===== src/rtl/avmm_pkg.sv =====
// Shared types and widths for the 16-bit Avalon-MM arbiter slice.
package avmm_pkg;

    localparam int unsigned AVMM_DW = 16;
    localparam int unsigned AVMM_AW = 6;
    localparam int unsigned AVMM_BW = AVMM_DW / 8;

    localparam logic [AVMM_DW-1:0] ERR_RDATA_DEF = 16'hDEAD;

    typedef enum logic [1:0] {
        ST_IDLE   = 2'd0,
        ST_ISSUE  = 2'd1,
        ST_SETTLE = 2'd2,
        ST_RESP   = 2'd3
    } state_t;

    typedef struct packed {
        logic [AVMM_AW-1:0] addr;
        logic [AVMM_DW-1:0] wdata;
        logic [AVMM_BW-1:0] be;
        logic               rd;
        logic               wr;
    } avmm_cmd_t;

endpackage


===== src/rtl/avmm_arb2_rw16_rr_arb2.sv =====
// Two-way round-robin grant; the port that did not win last time wins a tie.
module rr_arb2 (
    input  logic [1:0] req,
    input  logic       last_grant,
    output logic [1:0] gnt_c
);

    always_comb begin
        gnt_c = 2'b00;
        case (req)
            2'b01:   gnt_c = 2'b01;
            2'b10:   gnt_c = 2'b10;
            2'b11:   gnt_c = last_grant ? 2'b01 : 2'b10;
            default: gnt_c = 2'b00;
        endcase
    end

endmodule


===== src/rtl/avmm_arb2_rw16.sv =====
// Two-port round-robin sequencer onto one 16-bit Avalon-MM slave, with a
// per-transfer timeout watchdog and a saturating abort counter.
module avmm_arb2_rw16
    import avmm_pkg::*;
#(
    parameter int unsigned         TIMEOUT   = 64,
    parameter int unsigned         RD_SETTLE = 1,
    parameter logic [AVMM_DW-1:0]  ERR_RDATA = ERR_RDATA_DEF
) (
    input  logic               csi_MCLK_clk,
    input  logic               rsi_MRST_reset_n,

    input  logic [AVMM_DW-1:0] avs_s0_writedata,
    output logic [AVMM_DW-1:0] avs_s0_readdata,
    input  logic [AVMM_AW-1:0] avs_s0_address,
    input  logic [AVMM_BW-1:0] avs_s0_byteenable,
    input  logic               avs_s0_write,
    input  logic               avs_s0_read,
    output logic               avs_s0_waitrequest,

    input  logic [AVMM_DW-1:0] avs_s1_writedata,
    output logic [AVMM_DW-1:0] avs_s1_readdata,
    input  logic [AVMM_AW-1:0] avs_s1_address,
    input  logic [AVMM_BW-1:0] avs_s1_byteenable,
    input  logic               avs_s1_write,
    input  logic               avs_s1_read,
    output logic               avs_s1_waitrequest,

    output logic [AVMM_DW-1:0] avm_m0_writedata,
    input  logic [AVMM_DW-1:0] avm_m0_readdata,
    output logic [AVMM_AW-1:0] avm_m0_address,
    output logic [AVMM_BW-1:0] avm_m0_byteenable,
    output logic               avm_m0_write,
    output logic               avm_m0_read,
    input  logic               avm_m0_waitrequest,

    output logic               coe_err_sticky,
    output logic [7:0]         coe_err_cnt
);

    localparam int unsigned TW = $clog2(TIMEOUT) + 1;
    localparam logic [TW-1:0] TIMER_LAST  = TW'(TIMEOUT - 1);
    localparam logic [1:0]    SETTLE_LAST = 2'((RD_SETTLE == 0) ? 0 : RD_SETTLE - 1);

    state_t              state;
    logic [TW-1:0]       timer;
    logic [1:0]          settle_cnt;
    logic                gnt_port;
    logic                last_grant;
    logic [AVMM_DW-1:0]  rdata_q;

    logic [1:0]          req_c;
    logic [1:0]          gnt_c;
    avmm_cmd_t           cmd0_c;
    avmm_cmd_t           cmd1_c;
    avmm_cmd_t           sel_c;

    // Read wins when a port presents read and write together.
    assign cmd0_c = '{addr: avs_s0_address, wdata: avs_s0_writedata, be: avs_s0_byteenable,
                      rd: avs_s0_read, wr: avs_s0_write & ~avs_s0_read};
    assign cmd1_c = '{addr: avs_s1_address, wdata: avs_s1_writedata, be: avs_s1_byteenable,
                      rd: avs_s1_read, wr: avs_s1_write & ~avs_s1_read};
    assign sel_c  = gnt_c[1] ? cmd1_c : cmd0_c;
    assign req_c  = {avs_s1_read | avs_s1_write, avs_s0_read | avs_s0_write};

    assign avs_s0_readdata = rdata_q;
    assign avs_s1_readdata = rdata_q;

    rr_arb2 u_arb (
        .req        (req_c),
        .last_grant (last_grant),
        .gnt_c      (gnt_c)
    );

    // Sequencer: grant, one downstream command, optional settle, one-cycle response.
    always_ff @(posedge csi_MCLK_clk or negedge rsi_MRST_reset_n) begin
        if (!rsi_MRST_reset_n) begin
            state              <= ST_IDLE;
            timer              <= '0;
            settle_cnt         <= '0;
            gnt_port           <= 1'b0;
            last_grant         <= 1'b1;
            rdata_q            <= '0;
            avm_m0_address     <= '0;
            avm_m0_writedata   <= '0;
            avm_m0_byteenable  <= '0;
            avm_m0_read        <= 1'b0;
            avm_m0_write       <= 1'b0;
            avs_s0_waitrequest <= 1'b1;
            avs_s1_waitrequest <= 1'b1;
            coe_err_sticky     <= 1'b0;
            coe_err_cnt        <= '0;
        end else begin
            case (state)
                ST_IDLE: begin
                    if (|gnt_c) begin
                        gnt_port          <= gnt_c[1];
                        avm_m0_address    <= sel_c.addr;
                        avm_m0_writedata  <= sel_c.wdata;
                        avm_m0_byteenable <= sel_c.be;
                        avm_m0_read       <= sel_c.rd;
                        avm_m0_write      <= sel_c.wr;
                        timer             <= '0;
                        state             <= ST_ISSUE;
                    end
                end
                ST_ISSUE: begin
                    if (!avm_m0_waitrequest) begin
                        avm_m0_read  <= 1'b0;
                        avm_m0_write <= 1'b0;
                        if (avm_m0_read && (RD_SETTLE != 0)) begin
                            settle_cnt <= '0;
                            state      <= ST_SETTLE;
                        end else begin
                            if (avm_m0_read) rdata_q <= avm_m0_readdata;
                            {avs_s1_waitrequest, avs_s0_waitrequest} <= gnt_port ? 2'b01 : 2'b10;
                            state <= ST_RESP;
                        end
                    end else if (timer == TIMER_LAST) begin
                        avm_m0_read    <= 1'b0;
                        avm_m0_write   <= 1'b0;
                        coe_err_sticky <= 1'b1;
                        if (coe_err_cnt != 8'hFF) coe_err_cnt <= coe_err_cnt + 8'd1;
                        rdata_q <= ERR_RDATA;
                        {avs_s1_waitrequest, avs_s0_waitrequest} <= gnt_port ? 2'b01 : 2'b10;
                        state <= ST_RESP;
                    end else begin
                        timer <= timer + TW'(1);
                    end
                end
                ST_SETTLE: begin
                    if (settle_cnt == SETTLE_LAST) begin
                        rdata_q <= avm_m0_readdata;
                        {avs_s1_waitrequest, avs_s0_waitrequest} <= gnt_port ? 2'b01 : 2'b10;
                        state <= ST_RESP;
                    end else begin
                        settle_cnt <= settle_cnt + 2'd1;
                    end
                end
                ST_RESP: begin
                    avs_s0_waitrequest <= 1'b1;
                    avs_s1_waitrequest <= 1'b1;
                    last_grant         <= gnt_port;
                    state              <= ST_IDLE;
                end
                default: state <= ST_IDLE;
            endcase
        end
    end

endmodule


===== config.mk =====
export PLATFORM = sky130hd
export DESIGN_NAME = avmm_arb2_rw16
export DESIGN_NICKNAME = d
export VERILOG_FILES = /design/src/rtl/avmm_pkg.sv /design/src/rtl/avmm_arb2_rw16_rr_arb2.sv /design/src/rtl/avmm_arb2_rw16.sv
export SDC_FILE = /design/constraint.sdc
export NUM_CORES = 1
export LEC_CHECK = 0
export ABC_AREA = 0
export BUFFER_PORTS_ARGS = -buffer_cell sky130_fd_sc_hd__buf_2
export CAP_MARGIN = 20
export CORE_AREA = 2 2 92 94
export DETAILED_ROUTE_END_ITERATION = 8
export DIE_AREA = 0 0 94 96
export PLACE_DENSITY = 0.74
export SYNTH_ARGS = -nofsm -noshare
export SYNTH_HDL_FRONTEND = slang
export SYNTH_SLANG_ARGS = --single-unit
export TNS_END_PERCENT = 10

===== constraint.sdc =====
create_clock -name csi_MCLK_clk -period 1.8 [get_ports csi_MCLK_clk]
set_input_delay 0.36 -clock csi_MCLK_clk [delete_from_list [all_inputs] [get_ports csi_MCLK_clk]]
set_output_delay 0.36 -clock csi_MCLK_clk [all_outputs]
set_load 0.005 [all_outputs]

==> impl_metrics.csv <==
group,metric,value,unit
setup_path,cp_max_fo,6,
placement,dp.cells,531,
clock_network,cts_tree,"yes",
logic_synthesis,async_reset_ff_share,100,%
logic_synthesis,ys_ff_latch,66,
logic_synthesis,synth_area_per_cell,11.1,µm²
setup_path,crit_arrival,1900,ps
job,max-cap-violations,0,
logic_synthesis,netlist_top_cells_area,"dfrtp_1, mux2i_1, buf_4, o21ai_0, nand2_1",
global_route,gr-total-overflow,0,
logic_synthesis,synth_edf_count,0,
logic_synthesis,yosysMostFrequentCell,"dfrtp_1",
clock_network,cts_root_buffer,"clkbuf_8",
power,p_leak,2.31,nW
clock_network,clock_latency,340,ps
placement,hpwlAfterDp,5.20,mm
routing,drt_iter0_drc,49,
final_layout,fin_area,0.00436,mm²
logic_synthesis,netlist_instances,300,
routing,drc,0,
power,ir_drop,628,µV
routing,antenna_left,0,
placement,portBuffers,139,
clock_network,clockBufferDepth,2,
setup_path,r2r-end,"timer[6]",
floorplanning,core-area,0.00805,mm²
clock_network,ctsHoldBuffers,0,
routing,vias,2704,
routing,firstDrtPassIters,4,
timing,slew_headroom,68.1,%
clock_network,cts_buffers,9,
global_route,antenna_found_initial,0,
timing,clock.fmax,597,MHz
setup_path,cp_cell_sequence,"ha_1 -> and3_2 -> a22oi_2 -> nand3_1 -> o211a_1",
timing,setup_violations,0,
clock_network,h-tree-depth,3,
setup_path,required,2030,ps
timing,tightest_slew,476,ps
placement,place.gp.congestion,0.833,
floorplanning,row_count,33,
setup_path,worst_path_max_delay_cell,"dfrtp_1",
setup_path,critPathKind,"reg -> reg",
clock_network,clk_pin_slew,80,ps
run_status,status,"finished with violations",
logic_synthesis,synth_top_area_cell,"dfrtp_1",
logic_synthesis,yosysSeqAreaShare,49.6,%
timing,timing_hold_violations_final,6,
floorplanning,die_area,0.00902,mm²
logic_synthesis,synth_top_area_share,47.3,%
floorplanning,die_w,94,µm
setup_path,reg2reg_depth,5,
logic_synthesis,yosys-top-cells-count,"dfrtp_1, nand2_1, mux2i_1, o21ai_0, buf_4",
logic_synthesis,synth_cell_types,48,
timing,fin_skew,12.1,ps
global_route,grt_usage,16.3,%
routing,wirelength,7.04,mm
global_route,grt_pass1_wl,11.5,mm
global_route,first_global_vias,2616,
floorplanning,fp.dieH,96,µm
final_layout,fin_nets,516,
setup_path,path_delay_family,"compound AO/OA/AOI/OAI gates",
timing,setup_tns,0,ps
placement,placed_area,0.00411,mm²
power,p_per_area,1460,mW/mm²
timing,period_share,93.0,%
final_layout,multi_input_area,0.00148,mm²
power,p_total,6.38,mW
timing,rsz0062_at_grt,"false",
setup_path,path_buf_inv,0,
routing,post_drt_wl_per_cell,12.9,µm
logic_synthesis,syn_nets,379,
final_layout,area_growth,30.8,%
timing,maxSlewViolCount,0,
floorplanning,initial_core_util,41.4,%
final_layout,num_antenna_cells,0,
min_path,min-delay-path-class,"in -> async",
clock_network,cts_resized,0,
final_layout,drive_gt1_share,43.7,%
logic_synthesis,syn_area,0.00334,mm²
timing,min_period,1670,ps
placement,pre_cts_ws,41.2,ps
timing,setup_ws,126,ps
logic_synthesis,yosys_warnings,0,
clock_network,cts.sinks,66,
setup_path,worst-r2r-setup-slack,130,ps
floorplanning,io_pins,140,
routing,viasPerCell,4.94,
global_route,grt_max_degree,67,
setup_path,rr_startpoint,"timer[0]",
final_layout,final_cells,547,
setup_path,startpoint_type,"flip-flop",
setup_path,critPathMaxStageDelay,380,ps
logic_synthesis,synth_ff_type,"dfrtp_1",
timing,whs,-19.6,ps
final_layout,fillers,710,
setup_path,setup.worst_path.end_class,"flip-flop",
clock_network,cts_setup_buffers,0,
final_layout,regArea,0.00166,mm²
run_status,violations,"negative hold slack",
cells by family after synthesis:
kind of cell	after synthesis	synth area share (%)
adder cells (fa/ha/maj)	8	3.00
AND/OR/NAND/NOR	80	12.6
XOR/XNOR	7	1.84
buffers and inverters	35	6.56
AO/OA/AOI/OAI	71	16.1
multiplexers	33	10.2
flip-flops	66	49.6
how the worst max path moves through the flow:
stage	slack [ps]	endpoint	from	cells after the start
final	130	timer[6]	timer[0]	5
after global routing	7	timer[4]	state[0]	7
after CTS	20	timer[4]	state[0]	7
after detailed placement	40	avs_s0_readdata[14]	state[1]	6
after global placement	80	avs_s0_readdata[12]	state[1]	6
after floorplan	30	state[1]	state[1]	6
report_power, final:
group	leakage, nW	internal (mW)	switching, mW
logic	1.37	1.32	1.34
clock network	0.112	0.820	0.594
registers	0.818	2.01	0.294
layout by cell type, fill, tap and decap left out, types with 2 or more instances in the layout:
master       n
o211ai_1     2
dfstp_2      3
a41o_1       2
o22a_1      11
buf_12       2
nand3_1      8
nor3_1       3
nor4_1       2
a21o_1       3
o21ai_0     28
inv_1        6
nand2b_1     7
o2bb2ai_1    2
buf_4       12
mux2i_1     28
ha_1         7
clkbuf_8    10
mux2_2       4
buf_2      139
o211a_1      2
xor2_1       6
a21oi_1      3
clkinv_4     2
dfrtp_1     63
nand3b_1     2
a22o_1       9
and3_1       3
nand2_1     37
bufinv_16    2
nor2_1       6
flip-flops by register name, summed over array words and instances (netlist names):
register / count
avm_m0_address: 6
avm_m0_byteenable: 2
avm_m0_read: 1
avm_m0_write: 1
avm_m0_writedata: 16
avs_s0_readdata: 16
avs_s0_waitrequest: 1
avs_s1_waitrequest: 1
coe_err_cnt: 8
coe_err_sticky: 1
gnt_port: 1
last_grant: 1
settle_cnt: 2
state: 2
timer: 7
stage by stage:
stage | hold WS (ps) | util, %
2_1_floorplan | 64.4 | -
3_3_place_gp | 405 | 51.0
3_5_place_dp | 402 | 51.0
4_1_cts | 25.0 | 53.8
5_1_grt | 44.8 | 54.2
6_report | -19.6 | 54.2
layer usage:
layer	part of all wire, %	GRT usage [%]	wire length, µm
met1	44	19.0	3090
met4	1.6	7.13	113
met5	0	0	0
met2	46	28.2	3260
met3	8.3	4.54	585
cell type report:
type                    count  share of cell area, %
clock inverters             6                   2.07
clock buffers              10                   3.16
multi-input cells         199                   34.0
well taps                 105                   3.01
inverters                   7                  0.602
repair buffers            154                   19.2
flip-flops and latches     66                   38.0
Note: power is estimated with default switching activity, not from simulation.
